$ cat config.mk
export PLATFORM = sky130hd
export DESIGN_NAME = alu_station_scheduler
export DESIGN_NICKNAME = d
export VERILOG_FILES = /design/src/rtl/alu_station_scheduler.sv
export SDC_FILE = /design/constraint.sdc
export NUM_CORES = 1
export LEC_CHECK = 0
export CAP_MARGIN = 0
export CORE_AREA = 2 2 104 106
export CTS_BUF_LIST = sky130_fd_sc_hd__clkbuf_2 sky130_fd_sc_hd__clkbuf_4 sky130_fd_sc_hd__clkbuf_8
export CTS_CLUSTER_DIAMETER = 120
export DETAILED_ROUTE_END_ITERATION = 10
export DIE_AREA = 0 0 106 108
export PLACE_DENSITY = 0.86
export SLEW_MARGIN = 5
export SYNTH_ARGS = -nofsm -noshare
export SYNTH_HDL_FRONTEND = slang
export SYNTH_SLANG_ARGS = --single-unit
$ cat constraint.sdc
create_clock -name clk -period 4.35 [get_ports clk]
set_clock_uncertainty 0.05 [all_clocks]
set_input_delay 1.0875 -clock clk [delete_from_list [all_inputs] [get_ports clk]]
set_output_delay 1.0875 -clock clk [all_outputs]
set_load 0.02 [all_outputs]
$ cat src/rtl/alu_station_scheduler.sv
// ALU station scheduler: lowest-free-index issue allocation plus round-robin writeback arbitration.
// Defining SCHED_PERF_CNT_EN builds the saturating issue/writeback stall counters.
module alu_station_scheduler #(
    parameter int RS_NUM = 4,
    parameter int POS_W  = 4,
    parameter int DATA_W = 32
) (
    input  logic                     clk,
    input  logic                     reset,
    input  logic                     flush,
    input  logic                     issue_valid,
    output logic                     issue_ready,
    output logic [RS_NUM-1:0]        issue_grant,
    input  logic [RS_NUM-1:0]        rs_busy,
    input  logic [RS_NUM-1:0]        rs_done_valid,
    input  logic [RS_NUM*POS_W-1:0]  rs_done_pos,
    input  logic [RS_NUM*DATA_W-1:0] rs_done_value,
    output logic [RS_NUM-1:0]        rs_done_ack,
    output logic                     wb_valid,
    output logic [POS_W-1:0]         wb_position,
    output logic [DATA_W-1:0]        wb_value,
    input  logic                     wb_ready,
    output logic [31:0]              issue_stall_cnt,
    output logic [31:0]              wb_stall_cnt
);
    localparam int IDX_W = (RS_NUM > 1) ? $clog2(RS_NUM) : 1;
    localparam logic [IDX_W-1:0] LAST_IDX = IDX_W'(RS_NUM - 1);

    typedef enum logic {EMPTY = 1'b0, FULL = 1'b1} wb_state_t;

    wb_state_t         state_q, state_d;
    logic [RS_NUM-1:0] reserved_q;
    logic [RS_NUM-1:0] free;
    logic [IDX_W-1:0]  last_grant_q, last_grant_d;
    logic [IDX_W-1:0]  win_idx;
    logic [IDX_W:0]    cand;
    logic              win_found;
    logic              arb_en;
    logic [POS_W-1:0]  wb_position_d;
    logic [DATA_W-1:0] wb_value_d;

    logic [POS_W-1:0]  pos_arr [RS_NUM];
    logic [DATA_W-1:0] val_arr [RS_NUM];

    for (genvar g = 0; g < RS_NUM; g++) begin : g_unpack
        assign pos_arr[g] = rs_done_pos[g*POS_W +: POS_W];
        assign val_arr[g] = rs_done_value[g*DATA_W +: DATA_W];
    end

    assign free        = ~rs_busy & ~reserved_q;
    assign issue_ready = reset & (|free);
    // free & -free isolates the lowest set bit, i.e. the lowest-index free station.
    assign issue_grant = (issue_valid && issue_ready && !flush) ? (free & (~free + RS_NUM'(1))) : '0;
    assign wb_valid    = (state_q == FULL);

    // NOTE: every signal in this block gets a default first, so no path can infer a latch.
    always_comb begin
        win_found     = 1'b0;
        win_idx       = '0;
        cand          = '0;
        rs_done_ack   = '0;
        state_d       = state_q;
        last_grant_d  = last_grant_q;
        wb_position_d = wb_position;
        wb_value_d    = wb_value;
        arb_en        = reset && !flush && (state_q == EMPTY || wb_ready);

        // Round-robin scan starting one past the previous winner, wrapping at RS_NUM.
        for (int k = 1; k <= RS_NUM; k++) begin
            cand = {1'b0, last_grant_q} + (IDX_W+1)'(k);
            if (cand >= (IDX_W+1)'(RS_NUM))
                cand = cand - (IDX_W+1)'(RS_NUM);
            if (!win_found && rs_done_valid[cand[IDX_W-1:0]]) begin
                win_found = 1'b1;
                win_idx   = cand[IDX_W-1:0];
            end
        end

        if (flush) begin
            state_d      = EMPTY;
            last_grant_d = LAST_IDX;
        end else if (arb_en) begin
            if (win_found) begin
                rs_done_ack[win_idx] = 1'b1;
                state_d              = FULL;
                last_grant_d         = win_idx;
                wb_position_d        = pos_arr[win_idx];
                wb_value_d           = val_arr[win_idx];
            end else begin
                state_d = EMPTY;
            end
        end
    end

    // NOTE: clocked state uses non-blocking assignments so every register samples pre-edge values.
    always_ff @(posedge clk or negedge reset) begin
        if (!reset) begin
            state_q      <= EMPTY;
            reserved_q   <= '0;
            last_grant_q <= LAST_IDX;
            wb_position  <= '0;
            wb_value     <= '0;
        end else begin
            state_q      <= state_d;
            // A reservation lives exactly one cycle; the station's own busy flag covers it afterwards.
            reserved_q   <= issue_grant;
            last_grant_q <= last_grant_d;
            wb_position  <= wb_position_d;
            wb_value     <= wb_value_d;
        end
    end

`ifdef SCHED_PERF_CNT_EN
    logic [31:0] issue_stall_q;
    logic [31:0] wb_stall_q;

    always_ff @(posedge clk or negedge reset) begin
        if (!reset) begin
            issue_stall_q <= '0;
            wb_stall_q    <= '0;
        end else begin
            if (issue_valid && !issue_ready && issue_stall_q != '1)
                issue_stall_q <= issue_stall_q + 32'd1;
            if (wb_valid && !wb_ready && wb_stall_q != '1)
                wb_stall_q <= wb_stall_q + 32'd1;
        end
    end

    assign issue_stall_cnt = issue_stall_q;
    assign wb_stall_cnt    = wb_stall_q;
`else
    assign issue_stall_cnt = '0;
    assign wb_stall_cnt    = '0;
`endif

endmodule

; Yosys cells after proc, flatten, opt, wreduce, memory -nomap -nowiden
; Cells that the tools add are included.
[op_classes]
n_bitwise = 9
order_cmp = 11
mux = 38
n_reduce_logical = 18
addsub = 9
[op_table]
columns = operator, n
row1 = $bmux W32 S2, 1
row2 = $mux W32, 2
row3 = $mux W4, 6
row4 = $mux W2, 11
row5 = $ge A3 B3 Y1 const B, 5
row6 = $lt A2 B3 Y1 const B, 5
row7 = $mux W1, 12
row8 = $not A4 Y4, 3
row9 = $and A4 B4 Y4, 2
row10 = $bmux W1 S2, 4
row11 = $bmux W4 S2, 1
row12 = $logic_and A1 B1 Y1, 8
row13 = $sub A2 B1 Y2 const B, 4
row14 = $add A2 B2 Y3 const B, 2
row15 = $add A4 B1 Y4 const B, 1
row16 = $logic_not A1 Y1, 4
row17 = $reduce_bool A2 Y1, 2
row18 = $reduce_or A4 Y1, 1
row19 = $add A2 B1 Y3 const B, 1
row20 = $add A2 B3 Y3 const B, 1
row21 = $not A2 Y3, 1
row22 = $reduce_and A3 Y1, 1
row23 = $demux W1 S2, 1
row24 = $ge A2 B1 Y1 const B, 1
row25 = 4 further kinds, 5
[word_totals]
ff_bits = 43
output_inout_bits = 110
wordCells = 90

; Logic depth before layout (Yosys ltp)
; Gate-level depths: netlist of run 1.
[logic_depth]
ltp_word = 22
ltp_mapped = 7
depth_no_buf = 4

; Worst setup path before layout of run 1
; No wires, ideal clock.
[synth_timing]
kind = input-to-output
startpoint = in rs_busy[1]
endpoint = out issue_grant[1]
required_time_ps = 3213
slack_ps = 749
path_buffers = 0
t_arrival_ps = 2463
stages = 4
cell_sequence = o22ai_1 -> o31a_1 -> nand3b_1 -> nor4_1
[synth_between]
elab_chain_cells = 7
[synth_lines]
columns = element, line
row1 = from (decl), 14  ; input logic [RS_NUM-1:0] rs_busy,
row2 = $not A4 Y4, 50  ; assign free = ~rs_busy & ~reserved_q;
row3 = $and A4 B4 Y4, 50
row4 = $reduce_or A4 Y1, 51  ; assign issue_ready = reset & (|free);
row5 = $and A1 B1 Y1, 51
row6 = via issue_ready, 12  ; output logic issue_ready,
row7 = $logic_and A1 B1 Y1 (2 in a row), 53  ; assign issue_grant = (issue_valid && issue_ready && !flush) ? (free & (~free + RS_NUM'(1))) : '0;
row8 = $mux W4, 53
row9 = to (decl), 13  ; output logic [RS_NUM-1:0] issue_grant,
; The timed path passes the listed nets, and every way through them passes these cells.

; Worst setup path after layout of run 1
[layout_timing]
startpoint = in rs_busy[1]
endpoint = out issue_grant[1]
[layout_between]
elab_chain_cells = 7
[layout_lines]
columns = element, line
row1 = $not A4 Y4 (*), 50
row2 = $and A4 B4 Y4 (*), 50
row3 = branches (longest 4 deep; another with $add A4 B1 Y4), n/a
row4 = $mux W4 (*), 53
; Every way passes the cells marked *.

==> results.md, run 1 <==
- Hold Worst Slack: 0.4197 ns
- NetSw: 0.0005651 W
- Share of cells above drive strength 1: 6.702%
- Final hold violations: 0
- Worst Setup End Kind: output port
- Final GP Congestion: 0.8050
- PD cells: 289.3 nW/µm²
- Yosys warnings: 0
- Syn Inst Count: 378
- FF-to-FF path depth: 5
- Hold-critical path depth: 1
- Area share of the largest cell type after synthesis: 31.07%
- First-pass GRT wire length: 18620 µm
- Slowest CP cell: clkdlybuf4s50_1
- Initial Utilization: 32.27%
- Post-synth EDFFs: 0
- Comb power frac: 47.8%
- Largest net degree at the start of global routing: 37
- Setup violations, final: 0
- Die Y: 108 µm
- Total number of vias: 3631
- All-layer global routing usage: 20.97%
- Part of the power in registers: 34.7%
- CP startpoint kind: input port
- Final ANT Viol Nets: 0
- Unrepaired setup endpoints after global routing: yes
- Clock-pin slew on the worst setup and hold paths: 0.08 ns
- Routed wire length: 12420 µm
- WP data required: 3.21 ns
- Post-cts resize count: 0
- Postcts setup bufs: 0
- Fmax: 234.6 MHz
- Asr flop ratio synth: 100.0%
- Post-Syn Area: 3302 µm²
- Row cnt: 37
- Sequential area share after synthesis: 32.66%
- Residual DRC: 0
- Met2 wire len: 6029 µm
- Synth Area per Inst: 8.735 µm²
- Pint: 0.0009460 W
- Most frequent cell after synthesis: buf_4
- Min-delay src: reserved_q[2]
- Minimum clock period: 4.263 ns
- Synth top cells by count: buf_4 (64), nor2_1 (45), dfrtp_1 (41), nand2_1 (41), a31oi_1 (37)
- Period utilization: 98.00%
- CP Buf/Inv Count: 2
- Syn-to-layout area delta: 58.20%
- Post-synth top flop: dfrtp_1
- Clk pwr share: 17.6%
- Most common cell type on the critical path: clkdlybuf4s50_1
- Initial antenna violation count: 1
- Wire length on met1: 4779 µm
- Max Buffers Root-to-Sink: 2
- Drt pass-1 iters: 4
- CTS Sinks: 43
- 1st-iter DRT viols: 262
- Synth cell types: 48
- Vias per Instance: 5.165
- Max-Cap Viols: 0
- Vias in the first global route: 3646
- Critical R2R Launch: last_grant_q[1]
- FF-to-FF End: wb_position[0]
- Sw Ratio: 37.40%
- Crit-path leading delay family: buffers and inverters
- Arr. time, crit path: 3.13 ns
- Wirelength per Cell: 17.66 µm
- Placed wire-length estimate: 9009 µm
- CTS Root Cell: clkbuf_8
- H-tree Lvls: 2
- TNS Setup: 0 ns
- Remaining Overflow, GRT: 0
- Worst-path cell chain: clkdlybuf4s50_1 -> o22ai_1 -> o31a_1 -> nand3b_1 -> nor4_1 -> clkdlybuf4s50_1
- Port Buffers: 202
- Cell accounting for the most synthesized area: dfrtp_1
- Die Area: 11450 µm²
- Num CTS Buffers: 5
- Number of synthesized register bits: 43
- Status: complete, no violations
- Max incr delay on CP: 0.68 ns
- Critical path peak fanout: 4
- Reg2Reg Setup Slack: 2.25 ns
- Maximum VDD drop: 0.1245 mV
- Crit path kind: in2out
- CTS hold repair buffers: 0
- Top Metal Used: met5
- Met3 Routed Length: 1191 µm
- P_leak: 2.007 nW
- Synth area leaders: dfrtp_1 (31%), buf_4 (15%), a221oi_1 (8.2%)
- CTS tree: built
- Antenna cells: 0
- NumNets Final: 724
- I/O pins: 267
- Final-report max-slew violation count: 0
- Die extent in x: 106 µm
- Core box area: 10230 µm²
- Clock Latency Late Sink: 0.30 ns
- Hold EP: reserved_q[2]
- Hold WC Path Type: reg2reg
## registers in the layout, indices dropped and copies added, names as in the netlist
| signal | cells |
|---|---|
| wb_value | 32 |
| reserved_q | 4 |
| last_grant_q | 2 |
| wb_position | 4 |
| wb_valid | 1 |
## placed cells by master, fill, tap and decap left out, types with 3 or more instances in the layout
master,synthesis,final
clkbuf_8,3,6
buf_4,64,13
o211ai_1,36,36
clkdlybuf4s50_1,0,200
conb_1,1,64
a31oi_1,37,37
inv_1,4,4
nand2_1,41,41
a221oi_1,31,31
dfrtp_1,41,41
nor2_1,45,45
and2_1,3,3
a221oi_2,5,5
## through the flow
stage	setup WS (ns)	area (µm²)	instances	utilization (%)	total power [W]
global placement	0.1344	5136	696	50.20	0.001235
floorplan	0.7494	3538	441	-	0.0009220
global route	-0.04233	5224	703	51.06	0.001590
finish	0.08680	5224	703	51.06	0.001511
CTS	0.1044	5224	703	51.06	0.001528
detailed placement	0.08308	5136	696	50.20	0.001254
## cells by family after synthesis
| group | share of synthesized area (%) |
|---|---|
| buf+inv | 21.60 |
| compound gates | 31.68 |
| flops | 32.66 |
| mux | 0.3410 |
| other cells | 0.1136 |
| simple gates | 13.60 |
## worst max-delay path by stage
stage	end	startpoint	cells after the start	slack, ns
floorplan	issue_grant[1]	rs_busy[1]	4	0.75
global placement	rs_done_ack[0]	rs_done_valid[2]	5	0.13
detailed placement	issue_grant[2]	rs_busy[0]	6	0.08
CTS	issue_grant[2]	rs_busy[1]	6	0.10
global route	issue_grant[2]	rs_busy[1]	6	-0.04
finish	issue_grant[1]	rs_busy[1]	6	0.09
## power by group through the flow
stage	Combinational [W]	Sequential (W)	Clock [W]
6_report	0.000722	0.000524	0.000266
5_1_grt	0.000765	0.000534	0.000291
4_1_cts	0.000725	0.000525	0.000279
3_5_place_dp	0.000721	0.000532	0
3_3_place_gp	0.000709	0.000526	0
2_1_floorplan	0.000304	0.000618	0
## metal layers
layer / global-route usage [%] / vias to the layer above
li1: - / 1655
met1: 23.80 / 1716
met2: 36.77 / 226
met3: 6.148 / 32
met4: 9.117 / 2
met5: 0 / -
## cell type report
| class | instances | area (µm²) |
|---|---|---|
| sequential | 43 | 1079 |
| timing repair buffer | 215 | 2110 |
| clock inverter | 1 | 5.005 |
| multi-input combinational | 298 | 1763 |
| fill | 931 | 5007 |
| clock buffer | 6 | 82.58 |
| tap | 136 | 170.2 |
| inverter | 4 | 15.01 |
No activity file was read; power rests on OpenSTA's default activity.
==> inputs of run 2 (changes only) <==
--- a/config.mk
+++ b/config.mk
@@ -11,6 +11,7 @@
 export CTS_CLUSTER_DIAMETER = 120
 export DETAILED_ROUTE_END_ITERATION = 10
 export DIE_AREA = 0 0 106 108
+export GPL_TIMING_DRIVEN = 1
 export PLACE_DENSITY = 0.86
 export SLEW_MARGIN = 5
 export SYNTH_ARGS = -nofsm -noshare
==> results of run 2 <==
The final DEF is identical to that of run 1; final timing and power are the same.
==> edit, RTL diff (config.mk and constraints of run 2) <==
The option `SCHED_PERF_CNT_EN` is turned on by a define.
--- a/src/rtl/alu_station_scheduler.sv
+++ b/src/rtl/alu_station_scheduler.sv
@@ -1,5 +1,7 @@
 // ALU station scheduler: lowest-free-index issue allocation plus round-robin writeback arbitration.
 // Defining SCHED_PERF_CNT_EN builds the saturating issue/writeback stall counters.
+`define SCHED_PERF_CNT_EN
+
 module alu_station_scheduler #(
     parameter int RS_NUM = 4,
     parameter int POS_W  = 4,
Check against the original RTL: not equivalent (Yosys sat finds a counterexample within 4 cycles, from zero or initial values and one cycle with reset low).
==> edit against run 2 <==
  * Cell count grew 35%
  * Synthesized area grew 77%
  * Final area grew 69%
  * Sequential cell count grew 64
  * Total power grew 97%
  * Routed wire length grew 57%
  * Worst setup slack gained 46 ps
  * Synthesized cell count grew 45%
  * First-iteration DRC count grew 31%
  * Critical path type unchanged
==> edit: results (changes against run 2) <==
| Metric | Value |
|---|---|
| Sequential share of cell area | 0.303 (+0.0963) |
| Share of synthesized area occupied by flip-flops and latches | 0.458 (+0.131) |
| Quantity of I/O buffers inserted on ports | 266 (+32%) |
| Met1 usage in global routing | 0.404 (+0.166) |
| Total GRT Usage | 0.339 (+0.129) |
| Detailed-router iteration count before antenna repair | 5 (+1) |
| Number of global-route vias before repair | 5,746 (+58%) |
| VDD IR max | 0.000335 V (+170%) |
| Arithmetic-cell share of the synthesized area counting full adders, half adders and majority gates | 0.00427 (+0.00427) |
| H-tree level count | 3 (+1) |
| Fraction of layout instances using a drive strength above 1 | 0.0674 (+0.000383) |
| Initial antenna violation count | 0 (-1) |
| Compound-gate portion of the synthesized area | 0.0778 (-0.239) |
| Endpoint of the lowest-slack register-to-register path | wb_stall_cnt[1]$_DFFE_PN0P_ |
| First-pass GRT wire length | 30.4 mm (+63%) |
| CP Launch Point | rs_done_valid[1] |
| Most numerous cell types in the synthesized netlist | sky130_fd_sc_hd__dfrtp_1 (105), sky130_fd_sc_hd__mux2i_1 (74), sky130_fd_sc_hd__nand2_1 (63) |
| Met3 track utilization from global routing | 0.0934 (+0.0319) |
| Post-Place Worst Slack | -1.36 ps (-84.4 ps) |
| Routed wire length | 19.5 mm (+57%) |
| Distinct cell type count after synthesis | 49 (+2.1%) |
| Slowest Stage Delay on Critical Path | 600 ps (-80 ps) |
| Flop+latch power | 1280 uW (+140%) |
| Number of DRC markers in iteration 0 | 343 (+31%) |
| Number of non-clock inverters in the layout | 5 (+1) |
| Proportion of power drawn by flip-flops and latches | 0.431 (+0.084) |
| Critical path destination | rs_done_ack[2] |
| Final layout net count | 970 (+34%) |
| Met2 usage | 0.596 (+0.228) |
| Non-clock buffer share of cell area | 0.313 (-0.0913) |
| Placement-stage cell area | 8640 um^2 (+68%) |
| Clk sinks | 107 (+150%) |
| Status | finished clean |
| Cells after DPL | 936 (+34%) |
| Final HPWL DP | 14.8 mm (+65%) |
==> edit: changes by cell type after synthesis, moves of 29 or more <==
cell | before | now
sky130_fd_sc_hd__a221oi_1 | 31 | 0
sky130_fd_sc_hd__a31oi_1 | 37 | 0
sky130_fd_sc_hd__buf_4 | 64 | 7
sky130_fd_sc_hd__dfrtp_1 | 41 | 105
sky130_fd_sc_hd__mux2i_1 | 0 | 74
sky130_fd_sc_hd__nand3_1 | 1 | 33
sky130_fd_sc_hd__nor2_1 | 45 | 12
sky130_fd_sc_hd__o211ai_1 | 36 | 1
sky130_fd_sc_hd__o221ai_1 | 0 | 36
sky130_fd_sc_hd__xnor2_1 | 0 | 29
sky130_fd_sc_hd__xor2_1 | 0 | 31
==> edit: repair_timing <==
item                       in CTS  in global routing
setup buffers                   0                  0
hold endpoints to repair        0                  0
pin swaps                       0                  0
setup endpoints to repair       1                  1
gates resized for setup         1                  1
